File: src/rtl/uart_tx_fifo_if.sv
// Write-side handshake for uart_tx_fifo: byte, write request and FIFO-not-full.
interface uart_tx_fifo_if;
  logic [7:0] data_in;
  logic       data_in_valid;
  logic       data_in_ready;

  modport master (
    output data_in,
    output data_in_valid,
    input  data_in_ready
  );

  modport slave (
    input  data_in,
    input  data_in_valid,
    output data_in_ready
  );
endinterface

File: src/rtl/uart_tx_fifo.sv
// Buffered UART transmitter: FIFO in front of a start/data/[parity]/stop serialiser.
// Define UART_TX_PARITY_EN to insert a parity bit (PARITY_ODD selects odd parity).
module uart_tx_fifo #(
  parameter int CLK_FEQ    = 50_000_000,
  parameter int UART_BOT   = 9600,
  parameter int DATA_BITS  = 8,
  parameter int STOP_BITS  = 1,
  parameter int FIFO_DEPTH = 16,
  parameter bit PARITY_ODD = 1'b0
) (
  input  logic                          clk,
  input  logic                          rst,
  uart_tx_fifo_if.slave                 tx_if,
  output logic                          uart_tx,
  output logic                          busy,
  output logic                          send_end,
  output logic [$clog2(FIFO_DEPTH):0]   fifo_level
);

  localparam int BIT_CNT_MAX = CLK_FEQ / UART_BOT;
  localparam int CNT_W       = (BIT_CNT_MAX > 1) ? $clog2(BIT_CNT_MAX) : 1;
  localparam int PTR_W       = $clog2(FIFO_DEPTH);
  localparam int LVL_W       = PTR_W + 1;

  localparam logic [CNT_W-1:0] CNT_LAST  = CNT_W'(BIT_CNT_MAX - 1);
  localparam logic [2:0]       DATA_LAST = 3'(DATA_BITS - 1);
  localparam logic [2:0]       STOP_LAST = 3'(STOP_BITS - 1);
  localparam logic [LVL_W-1:0] LVL_FULL  = LVL_W'(FIFO_DEPTH);

  // Elaboration-time legality checks on the configuration.
  if (DATA_BITS < 5 || DATA_BITS > 8) begin : g_bad_data_bits
    $error("uart_tx_fifo: DATA_BITS must be 5..8");
  end
  if (STOP_BITS < 1 || STOP_BITS > 2) begin : g_bad_stop_bits
    $error("uart_tx_fifo: STOP_BITS must be 1 or 2");
  end
  if (FIFO_DEPTH < 2 || FIFO_DEPTH > 256 || (FIFO_DEPTH & (FIFO_DEPTH - 1)) != 0) begin : g_bad_depth
    $error("uart_tx_fifo: FIFO_DEPTH must be a power of two in 2..256");
  end
  if (PARITY_ODD != 1'b0 && PARITY_ODD != 1'b1) begin : g_bad_parity
    $error("uart_tx_fifo: PARITY_ODD must be 0 or 1");
  end

  typedef enum logic [2:0] {
    IDLE,
    START,
    DATA,
`ifdef UART_TX_PARITY_EN
    PARITY,
`endif
    STOP
  } state_t;

  state_t                 r_state;
  state_t                 w_state_next;

  logic [DATA_BITS-1:0]   r_mem [FIFO_DEPTH];
  logic [PTR_W-1:0]       r_wr_ptr;
  logic [PTR_W-1:0]       r_rd_ptr;
  logic [LVL_W-1:0]       r_level;

  logic [CNT_W-1:0]       r_baud_cnt;
  logic [2:0]             r_bit_idx;
  logic [DATA_BITS-1:0]   r_shift;
  logic                   r_tx;
  logic                   r_send_end;
`ifdef UART_TX_PARITY_EN
  logic                   r_parity;
`endif

  logic                   w_wr_en;
  logic                   w_pop;
  logic                   w_not_empty;
  logic                   w_bit_end;
  logic                   w_frame_end;
  logic                   w_tx_next;
  logic [DATA_BITS-1:0]   w_head;
  logic [DATA_BITS-1:0]   w_shift_next;

  // ------------------------------------------------------------------ FIFO
  assign w_not_empty         = (r_level != '0);
  assign tx_if.data_in_ready = (r_level != LVL_FULL);
  // A write while full is dropped even if a pop frees a slot on the same edge.
  assign w_wr_en             = tx_if.data_in_valid && tx_if.data_in_ready;
  assign w_head              = r_mem[r_rd_ptr];

  // NOTE: the storage array has no reset; pointers and level alone decide which
  // entries are valid, so clearing them discards the contents and keeps the array RAM-mappable.
  always_ff @(posedge clk) begin
    if (w_wr_en) begin
      r_mem[r_wr_ptr] <= tx_if.data_in[DATA_BITS-1:0];
    end
  end

  // NOTE: every clocked block uses non-blocking assignments so all registers
  // update from the same pre-edge values regardless of block ordering.
  always_ff @(posedge clk) begin
    if (!rst) begin
      r_wr_ptr <= '0;
      r_rd_ptr <= '0;
      r_level  <= '0;
    end else begin
      if (w_wr_en) begin
        r_wr_ptr <= r_wr_ptr + PTR_W'(1);
      end
      if (w_pop) begin
        r_rd_ptr <= r_rd_ptr + PTR_W'(1);
      end
      unique case ({w_wr_en, w_pop})
        2'b10:   r_level <= r_level + LVL_W'(1);
        2'b01:   r_level <= r_level - LVL_W'(1);
        default: r_level <= r_level;
      endcase
    end
  end

  // ------------------------------------------------------------------ FSM
  assign w_bit_end = (r_baud_cnt == CNT_LAST);

  always_ff @(posedge clk) begin
    if (!rst) begin
      r_state <= IDLE;
    end else begin
      r_state <= w_state_next;
    end
  end

  // NOTE: every output of this block is given a default before the case so no
  // path leaves a signal unassigned, which would infer a latch.
  always_comb begin
    w_state_next = r_state;
    w_pop        = 1'b0;
    w_frame_end  = 1'b0;
    unique case (r_state)
      IDLE: begin
        if (w_not_empty) begin
          w_pop        = 1'b1;
          w_state_next = START;
        end
      end
      START: begin
        if (w_bit_end) begin
          w_state_next = DATA;
        end
      end
      DATA: begin
        if (w_bit_end && r_bit_idx == DATA_LAST) begin
`ifdef UART_TX_PARITY_EN
          w_state_next = PARITY;
`else
          w_state_next = STOP;
`endif
        end
      end
`ifdef UART_TX_PARITY_EN
      PARITY: begin
        if (w_bit_end) begin
          w_state_next = STOP;
        end
      end
`endif
      STOP: begin
        if (w_bit_end && r_bit_idx == STOP_LAST) begin
          w_frame_end = 1'b1;
          // Back-to-back frames: the next start bit follows the stop bit directly.
          if (w_not_empty) begin
            w_pop        = 1'b1;
            w_state_next = START;
          end else begin
            w_state_next = IDLE;
          end
        end
      end
      default: begin
        w_state_next = IDLE;
      end
    endcase
  end

  // Byte is captured at pop time so later FIFO writes cannot touch the frame in flight.
  always_comb begin
    w_shift_next = r_shift;
    if (w_pop) begin
      w_shift_next = w_head;
    end else if (r_state == DATA && w_bit_end) begin
      w_shift_next = {1'b0, r_shift[DATA_BITS-1:1]};
    end
  end

  // Line level is derived from the next state so uart_tx changes on the same edge as the state.
  always_comb begin
    w_tx_next = 1'b1;
    unique case (w_state_next)
      START:   w_tx_next = 1'b0;
      DATA:    w_tx_next = w_shift_next[0];
`ifdef UART_TX_PARITY_EN
      PARITY:  w_tx_next = r_parity;
`endif
      default: w_tx_next = 1'b1;
    endcase
  end

  // -------------------------------------------------------------- datapath
  always_ff @(posedge clk) begin
    if (!rst) begin
      r_baud_cnt <= '0;
      r_bit_idx  <= '0;
      r_shift    <= '0;
      r_tx       <= 1'b1;
      r_send_end <= 1'b0;
`ifdef UART_TX_PARITY_EN
      r_parity   <= 1'b0;
`endif
    end else begin
      r_shift    <= w_shift_next;
      r_tx       <= w_tx_next;
      r_send_end <= w_frame_end;

      if (r_state == IDLE || w_bit_end) begin
        r_baud_cnt <= '0;
      end else begin
        r_baud_cnt <= r_baud_cnt + CNT_W'(1);
      end

      // Bit index counts data bits, then stop bits; it restarts on every state change.
      if (r_state == IDLE) begin
        r_bit_idx <= '0;
      end else if (w_bit_end) begin
        r_bit_idx <= (w_state_next != r_state) ? 3'd0 : r_bit_idx + 3'd1;
      end

`ifdef UART_TX_PARITY_EN
      if (w_pop) begin
        r_parity <= (^w_head) ^ PARITY_ODD;
      end
`endif
    end
  end

  assign uart_tx    = r_tx;
  assign send_end   = r_send_end;
  assign busy       = (r_state != IDLE) || w_not_empty;
  assign fifo_level = r_level;

endmodule
File: src/flat_wrapper.sv
// flat-port wrapper written by rule: the top's interface ports become plain ports
module uart_tx_fifo_flat 
#(
  parameter int CLK_FEQ    = 50_000_000,
  parameter int UART_BOT   = 9600,
  parameter int DATA_BITS  = 8,
  parameter int STOP_BITS  = 1,
  parameter int FIFO_DEPTH = 16,
  parameter bit PARITY_ODD = 1'b0
)
  (clk, rst, uart_tx, busy, send_end, fifo_level, tx_if_data_in, tx_if_data_in_valid, tx_if_data_in_ready);
  uart_tx_fifo_if tx_if_i ();
  input  logic clk;
  input  logic rst;
  output logic uart_tx;
  output logic busy;
  output logic send_end;
  output logic [$clog2(FIFO_DEPTH):0] fifo_level;
  input wire logic [$bits(tx_if_i.data_in)-1:0] tx_if_data_in;
  input wire logic [$bits(tx_if_i.data_in_valid)-1:0] tx_if_data_in_valid;
  output wire logic [$bits(tx_if_i.data_in_ready)-1:0] tx_if_data_in_ready;
  assign tx_if_i.data_in = tx_if_data_in;
  assign tx_if_i.data_in_valid = tx_if_data_in_valid;
  assign tx_if_data_in_ready = tx_if_i.data_in_ready;
  uart_tx_fifo #(.CLK_FEQ(CLK_FEQ), .UART_BOT(UART_BOT), .DATA_BITS(DATA_BITS), .STOP_BITS(STOP_BITS), .FIFO_DEPTH(FIFO_DEPTH), .PARITY_ODD(PARITY_ODD)) u_core (.clk(clk), .rst(rst), .tx_if(tx_if_i), .uart_tx(uart_tx), .busy(busy), .send_end(send_end), .fifo_level(fifo_level));
endmodule
File: config.mk
export PLATFORM = sky130hd
export DESIGN_NAME = uart_tx_fifo_flat
export DESIGN_NICKNAME = d
export VERILOG_FILES = /design/src/rtl/uart_tx_fifo_if.sv /design/src/rtl/uart_tx_fifo.sv /design/src/flat_wrapper.sv
export SDC_FILE = /design/constraint.sdc
export NUM_CORES = 1
export LEC_CHECK = 0
export ABC_CLOCK_PERIOD_IN_PS = 7000
export CAP_MARGIN = 20
export CORE_AREA = 2 2 158 160
export CTS_BUF_LIST = sky130_fd_sc_hd__clkbuf_8
export DETAILED_ROUTE_END_ITERATION = 10
export DIE_AREA = 0 0 160 162
export PLACE_DENSITY = 0.52
export SLEW_MARGIN = 20
export SYNTH_ARGS = -nofsm -noshare
export SYNTH_HDL_FRONTEND = slang
export SYNTH_SLANG_ARGS = --single-unit
File: constraint.sdc
create_clock -name clk -period 7 [get_ports clk]
set_clock_uncertainty 0.1 [all_clocks]
set_input_delay 1.05 -clock clk [delete_from_list [all_inputs] [get_ports clk]]
set_output_delay 1.05 -clock clk [all_outputs]
set_load 0.01 [all_outputs]
==> flow_summary.yaml, run 1 <==
timing:
  drv_slew: 0
  finalCriticalPeriod_ps: 3643
  rsz0062_at_grt: "false"
  actual_slew_at_the_worst_max_slew_pin_ps: 935.2
  timing.final.crit_share: 0.5204
  hold_viol: 0
  slew_headroom: 0.3742
  final.setup.tns_ps: 0
  final_count_of_negative_setup_slack_endpoints: 0
  clock.fmax_mhz: 274.5
floorplanning:
  floorplan.initialDensity: 0.2965
  fp.dieH_um: 162
  die_area_sq_um: 25920
  top_level_ports: 20
  fp-row-count: 57
  total_core_area_sq_um: 24110
  die-width_um: 160
synth:
  synth-warning-count: 0
  synth_cells: 467
  synthFlopType: "sky130_fd_sc_hd__edfxtp_1"
  async_reset_ff_frac: 0
  mapped_nets: 491
  synth_edf_count: 128
  syn_area_sq_um: 7147
  post_synth.cell_area_avg_sq_um: 15.30
  yosys.cell_types.count: 53
  seq_area_frac_synth: 0.6667
  postSynthRegisterBits: 174
critical_path:
  crit_path_top_delay_cell: "sky130_fd_sc_hd__a21boi_1"
  worst-setup-path-type: "primary input to flop"
  setup.worst_path.start: "tx_if_data_in_valid"
  timing.critical_path.max_delay_family: "compound AO/OA/AOI/OAI gates"
  maximum_net_fanout_on_the_critical_path: 9
  cp_data_arrival_time_ps: 3890
  critical_path.n_buffers_inverters: 2
  rr_startpoint: "u_core.r_baud_cnt[6]"
  setup.worst_path.start_class: "primary input"
  path_common_cell: "sky130_fd_sc_hd__o21a_1"
  critical-path-max-stage-delay_ps: 590
  critical_path.cell_chain: "clkdlybuf4s50_1 -> a21boi_1 -> inv_1 -> ha_1 -> xor2_1 -> ha_1 -> o21a_1 -> o21a_1 -> o21a_1 -> o21a_1 -> o21a_1"
  cp-end-kind: "flop"
  worstPathRequired_ps: 7250
power_and_ir_drop:
  power.ir.vdd_worst_v: 0.0001138
  p_per_area_nw_per_um2: 286.7
  power_leakage_nw: 2.535
  power_w: 0.002317
routing:
  detail_route.drc_violations: 0
  vias_after_detailed_routing: 3875
  routed_wirelength_normalized_by_instance_count_um: 17.07
  drt_wl_total_um: 14080
  postRouteAntennaNets: 0
  detail_route.iter0.violations: 232
  detailed_router_iteration_count_before_antenna_repair: 5
  drt-vias-per-instance: 4.697
placement:
  gp_congestion: 0.7637
  dp.final_hpwl_um: 9251
  portBuffers: 19
cts:
  ctsRootBufferMaster: "sky130_fd_sc_hd__clkbuf_8"
  cts-buffers-inserted: 17
  source_to_sink_clock_delay_at_the_later_pin_of_the_worst_skew_pair_ps: 460
  clk_pin_slew_worst_paths_ps: 90
  cts_resized: 0
  htree_num_levels: 4
  clock_sinks: 174
  cts_hold_buf: 0
  tritoncts: "yes"
  postCtsSetupBuffers: 0
  clock_tree.buffer_depth: 2
global_route:
  grt.total_usage: 0.1156
  grt_pass1_vias: 4004
  grt_antenna_before_repair: 0
  grt_start_max_net_pins: 32
  grt_first_pass_wirelength_um: 22660
  grt_overflow_total: 0
final_layout:
  post_layout_net_count: 512
  final_layout_size_suffix_gt1_frac: 0.1756
  most_frequent_cells_in_the_layout: "128 x sky130_fd_sc_hd__edfxtp_1, 45 x sky130_fd_sc_hd__dfxtp_1, 41 x sky130_fd_sc_hd__nor2_1"
  fillCellCount: 2391
  area_growth_syn_to_layout_pct: 13.10
  final_common_cell: "sky130_fd_sc_hd__edfxtp_1"
  antenna-diode-count: 0
worst_hold_path:
  min_path_type: "flop to flop"
  hp-start: "u_core.r_baud_cnt[0]"
outcome:
  outcome: "finished clean"
job:
  max-cap-violations: 0
[flip-flops by register name, summed over array words and instances (netlist names), named ones only]
signal,cells
u_core.uart_tx,1
u_core.fifo_level,5
u_core.r_rd_ptr,4
u_core.r_shift,8
u_core.r_wr_ptr,4
u_core.r_baud_cnt,13
u_core.r_mem,128
u_core.r_bit_idx,3
u_core.r_state,3
u_core.send_end,1
[synthesized netlist by cell type, drive strengths merged (3+ instances only)]
cell,count,area (sq um)
and3,3,18.77
nor3,10,50.05
clkbuf,14,52.55
dfxtp,46,920.9
inv,8,30.03
o21ai,4,23.77
a31oi,6,37.54
o211ai,5,37.54
xnor2,7,61.31
or3,4,25.02
nor4,3,40.04
xor2,12,105.1
edfxtp,128,3844
mux2i,7,70.07
nand4,5,31.28
and4bb,3,37.54
buf,9,50.05
ha,13,162.7
nand3,17,85.08
o21a,5,37.54
and2,3,18.77
mux4,33,743.2
nand2,28,105.1
nor2,41,153.9
a21oi,10,50.05
mux2,7,78.83
nand2b,7,43.79
[area by class of cell]
cell class                 instances  area (sq um)  area share
clock buffer                      17         234.0     0.02895
clock inverter                    15         157.7     0.01950
sequential                       174          4766      0.5896
timing repair buffer              25         235.2     0.02910
tap                              324         405.4     0.05015
multi-input combinational        262          2255      0.2789
inverter                           8         30.03    0.003715
[per-stage QoR]
step	utilization	hold WS, ps	cells	worst slack [ps]	instance area [sq um]
after floorplan	-	329.8	467	3601	7147
after global placement	0.3189	346.7	793	3018	7686
after detailed placement	0.3191	367.1	793	2926	7691
after CTS	0.3353	384.0	825	3402	8083
after global routing	0.3353	403.0	825	3181	8083
final	0.3353	383.0	825	3357	8083
[worst paths after layout]
kind                           to  cells after the start  slack, ps
min reg2reg  u_core.r_baud_cnt[0]                      1        380
max          u_core.fifo_level[4]                     11       3360
min          u_core.r_baud_cnt[0]                      1        380
max reg2reg  u_core.fifo_level[4]                     12       3390
[layer usage]
layer / global-route usage / part of all wire / vias to the layer above
met5: 0 / 0 / -
met4: 0.02948 / 0.0099 / 0
met3: 0.03320 / 0.042 / 14
met2: 0.1936 / 0.50 / 71
met1: 0.1483 / 0.45 / 1961
li1: - / - / 1829
[power by group]
part / leakage (nW) / internal [W] / total, W / switching (W)
clock network: 0.198 / 0.000322 / 0.000700 / 0.000378
logic: 0.807 / 0.000193 / 0.000411 / 0.000218
registers: 1.53 / 0.00116 / 0.00121 / 0.0000446
total: 2.53 / 0.00168 / 0.00232 / 0.000640
[logic make-up (layout without fill, tap and decap cells)]
kind of cell | count (synthesis) | after routing | share of synthesized area
flip-flops | 174 | 174 | 0.6667
XOR/XNOR | 19 | 19 | 0.02328
other | 1 | 1 | 0.0005247
AO/OA/AOI/OAI | 46 | 46 | 0.04395
AND/OR/NAND/NOR | 136 | 136 | 0.09944
buffers and inverters | 31 | 65 | 0.01856
multiplexers | 47 | 47 | 0.1248
adder cells (fa/ha/maj) | 13 | 13 | 0.02276
(Power assumes the default switching activity.)
==> inputs of run 2 (changes only) <==
Settings changed: ABC_CLOCK_PERIOD_IN_PS 7000 to 3200, PLACE_DENSITY 0.52 to 0.54.
Clock period 7 ns to 3.2 ns, I/O delays scaled along.
==> run 2 against run 1 <==
  * Cell area increased by 1.6%
  * Cell count is 2.4% higher
  * Worst hold slack got worse by 2.9 ps
  * First-iteration DRC count down 6.5%
  * Count of clock-buffer cells in the layout did not move
  * Sequential power rose by 120%
  * Worst setup slack worse by 3100 ps
  * Utilization grew 0.54 points
==> flow_summary.yaml, run 2 (same netlist as run 1, synthesis figures left out) <==
outcome:
  outcome: "finished clean"
timing:
  slew_headroom: 0.3893
  clock.fmax_mhz: 340.5
  actual_slew_at_the_worst_max_slew_pin_ps: 893.0
  drv_slew: 0
  final_count_of_negative_setup_slack_endpoints: 0
  setup_slack_after_layout_ps: 263.1
  hold_viol: 0
  rsz0062_at_grt: "false"
  final.setup.tns_ps: 0
  hold_ws_ps: 380.0
  finalCriticalPeriod_ps: 2937
  timing.final.crit_share: 0.9178
floorplanning:
  die-width_um: 160
  fp-row-count: 57
  fp.dieH_um: 162
  top_level_ports: 20
  total_core_area_sq_um: 24110
  floorplan.initialDensity: 0.2965
  die_area_sq_um: 25920
placement:
  gp_congestion: 0.7509
  pre_cts_slack_ps: 267.6
  portBuffers: 19
  dp.final_hpwl_um: 9284
global_route:
  grt_first_pass_wirelength_um: 22620
  grt_antenna_before_repair: 0
  grt_pass1_vias: 4058
  grt.total_usage: 0.1139
  grt_start_max_net_pins: 27
  grt_overflow_total: 0
power_and_ir_drop:
  p_per_area_nw_per_um2: 611.3
  power_w: 0.005020
  power.ir.vdd_worst_v: 0.0002953
  power_leakage_nw: 2.632
routing:
  postRouteAntennaNets: 0
  vias_after_detailed_routing: 3897
  routed_wirelength_normalized_by_instance_count_um: 16.69
  detail_route.iter0.violations: 217
  detailed_router_iteration_count_before_antenna_repair: 5
  drt-vias-per-instance: 4.612
  detail_route.drc_violations: 0
  drt_wl_total_um: 14110
critical_path:
  cp_data_arrival_time_ps: 3190
  worst-setup-path-type: "flop to flop"
  cp-end-kind: "flop"
  setup.reg_to_reg.worst_slack_ps: 260
  maximum_net_fanout_on_the_critical_path: 6
  setup.worst_path.start_class: "flop"
  worstPathRequired_ps: 3450
final_layout:
  final_common_cell: "sky130_fd_sc_hd__edfxtp_1"
  fin_util: 0.3407
  largest_register_ffs: 128
  max_flop_register: "u_core.r_mem"
  area_growth_syn_to_layout_pct: 14.92
  registers_with_the_most_flip_flops: "u_core.r_mem x128, u_core.r_baud_cnt x13, u_core.r_shift x8"
  antenna-diode-count: 0
  final_layout_size_suffix_gt1_frac: 0.2054
  post_layout_net_count: 532
  most_frequent_cells_in_the_layout: "128 x sky130_fd_sc_hd__edfxtp_1, 45 x sky130_fd_sc_hd__dfxtp_1, 41 x sky130_fd_sc_hd__nor2_1"
  fillCellCount: 2380
cts:
  cts_resized: 0
  clock_tree.buffer_depth: 2
  cts-buffers-inserted: 17
  tritoncts: "yes"
  cts_hold_buf: 0
  htree_num_levels: 4
  postCtsSetupBuffers: 0
  source_to_sink_clock_delay_at_the_later_pin_of_the_worst_skew_pair_ps: 460
  clock_sinks: 174
  ctsRootBufferMaster: "sky130_fd_sc_hd__clkbuf_8"
  clk_pin_slew_worst_paths_ps: 100
job:
  max-cap-violations: 0
worst_hold_path:
  min_path_type: "flop to flop"
-- run 2: changes by cell type in the layout (fill, tap and decap cells not counted) --
cell                         delta
sky130_fd_sc_hd__buf_12         +1
sky130_fd_sc_hd__bufinv_16      -2
sky130_fd_sc_hd__clkinv_8       +1
sky130_fd_sc_hd__inv_1          +1
sky130_fd_sc_hd__clkinvlp_4     -1
sky130_fd_sc_hd__clkinv_2       -1
sky130_fd_sc_hd__nor3_2         -1
sky130_fd_sc_hd__inv_6          +1
sky130_fd_sc_hd__inv_8          +1
sky130_fd_sc_hd__buf_4         +19
sky130_fd_sc_hd__clkinv_4       +1
sky130_fd_sc_hd__clkinv_1       -1
sky130_fd_sc_hd__nor3_1         +1
-- run 2: power by group --
part	switching, W	internal, W	leakage [nW]
registers	0.000103	0.00254	1.53
clock network	0.000866	0.000565	0.191
logic	0.000478	0.000468	0.911
-- run 2: worst paths after layout --
check	from	end	depth (start not counted)
max	u_core.r_baud_cnt[6]	u_core.fifo_level[4]	12
min	u_core.r_baud_cnt[0]	u_core.r_baud_cnt[0]	1
max reg2reg	u_core.r_baud_cnt[6]	u_core.fifo_level[4]	12
min reg2reg	u_core.r_baud_cnt[0]	u_core.r_baud_cnt[0]	1
-- run 2: cell type report --
class,instances,area [sq um],share of cell area
Multi-Input combinational cell,262,2250,0.2739
Clock inverter,15,130.1,0.01584
Inverter,8,30.03,0.003656
Sequential cell,174,4766,0.5803
Timing Repair Buffer,45,397.9,0.04845
Tap cell,324,405.4,0.04936
Clock buffer,17,234.0,0.02849
-- run 2: through the flow --
stage / cells / area, sq um
floorplan: 467 / 7147
global placement: 813 / 7849
detailed placement: 813 / 7849
CTS: 845 / 8213
global route: 845 / 8213
finish: 845 / 8213
-- run 2: critical path: stages (launching register included) --
cell and delay, ps:
sky130_fd_sc_hd__dfxtp_1 420, sky130_fd_sc_hd__or4b_4 510, sky130_fd_sc_hd__nor4_4 280, sky130_fd_sc_hd__o21ai_2 100
sky130_fd_sc_hd__inv_2 60, sky130_fd_sc_hd__ha_1 160, sky130_fd_sc_hd__xor2_1 70, sky130_fd_sc_hd__ha_1 230
sky130_fd_sc_hd__o21a_1 180, sky130_fd_sc_hd__o21a_1 170, sky130_fd_sc_hd__o21a_1 180, sky130_fd_sc_hd__o21a_1 180
sky130_fd_sc_hd__o21a_1 180
-- run 2: per-layer routing --
| layer | vias up | track usage | routed length (um) |
|---|---|---|---|
| met1 | 1966 | 0.1469 | 6638 |
| met2 | 52 | 0.1915 | 6956 |
| met3 | 14 | 0.02528 | 351 |
| met5 | - | 0 | 0 |
| li1 | 1865 | - | - |
| met4 | 0 | 0.03726 | 159 |
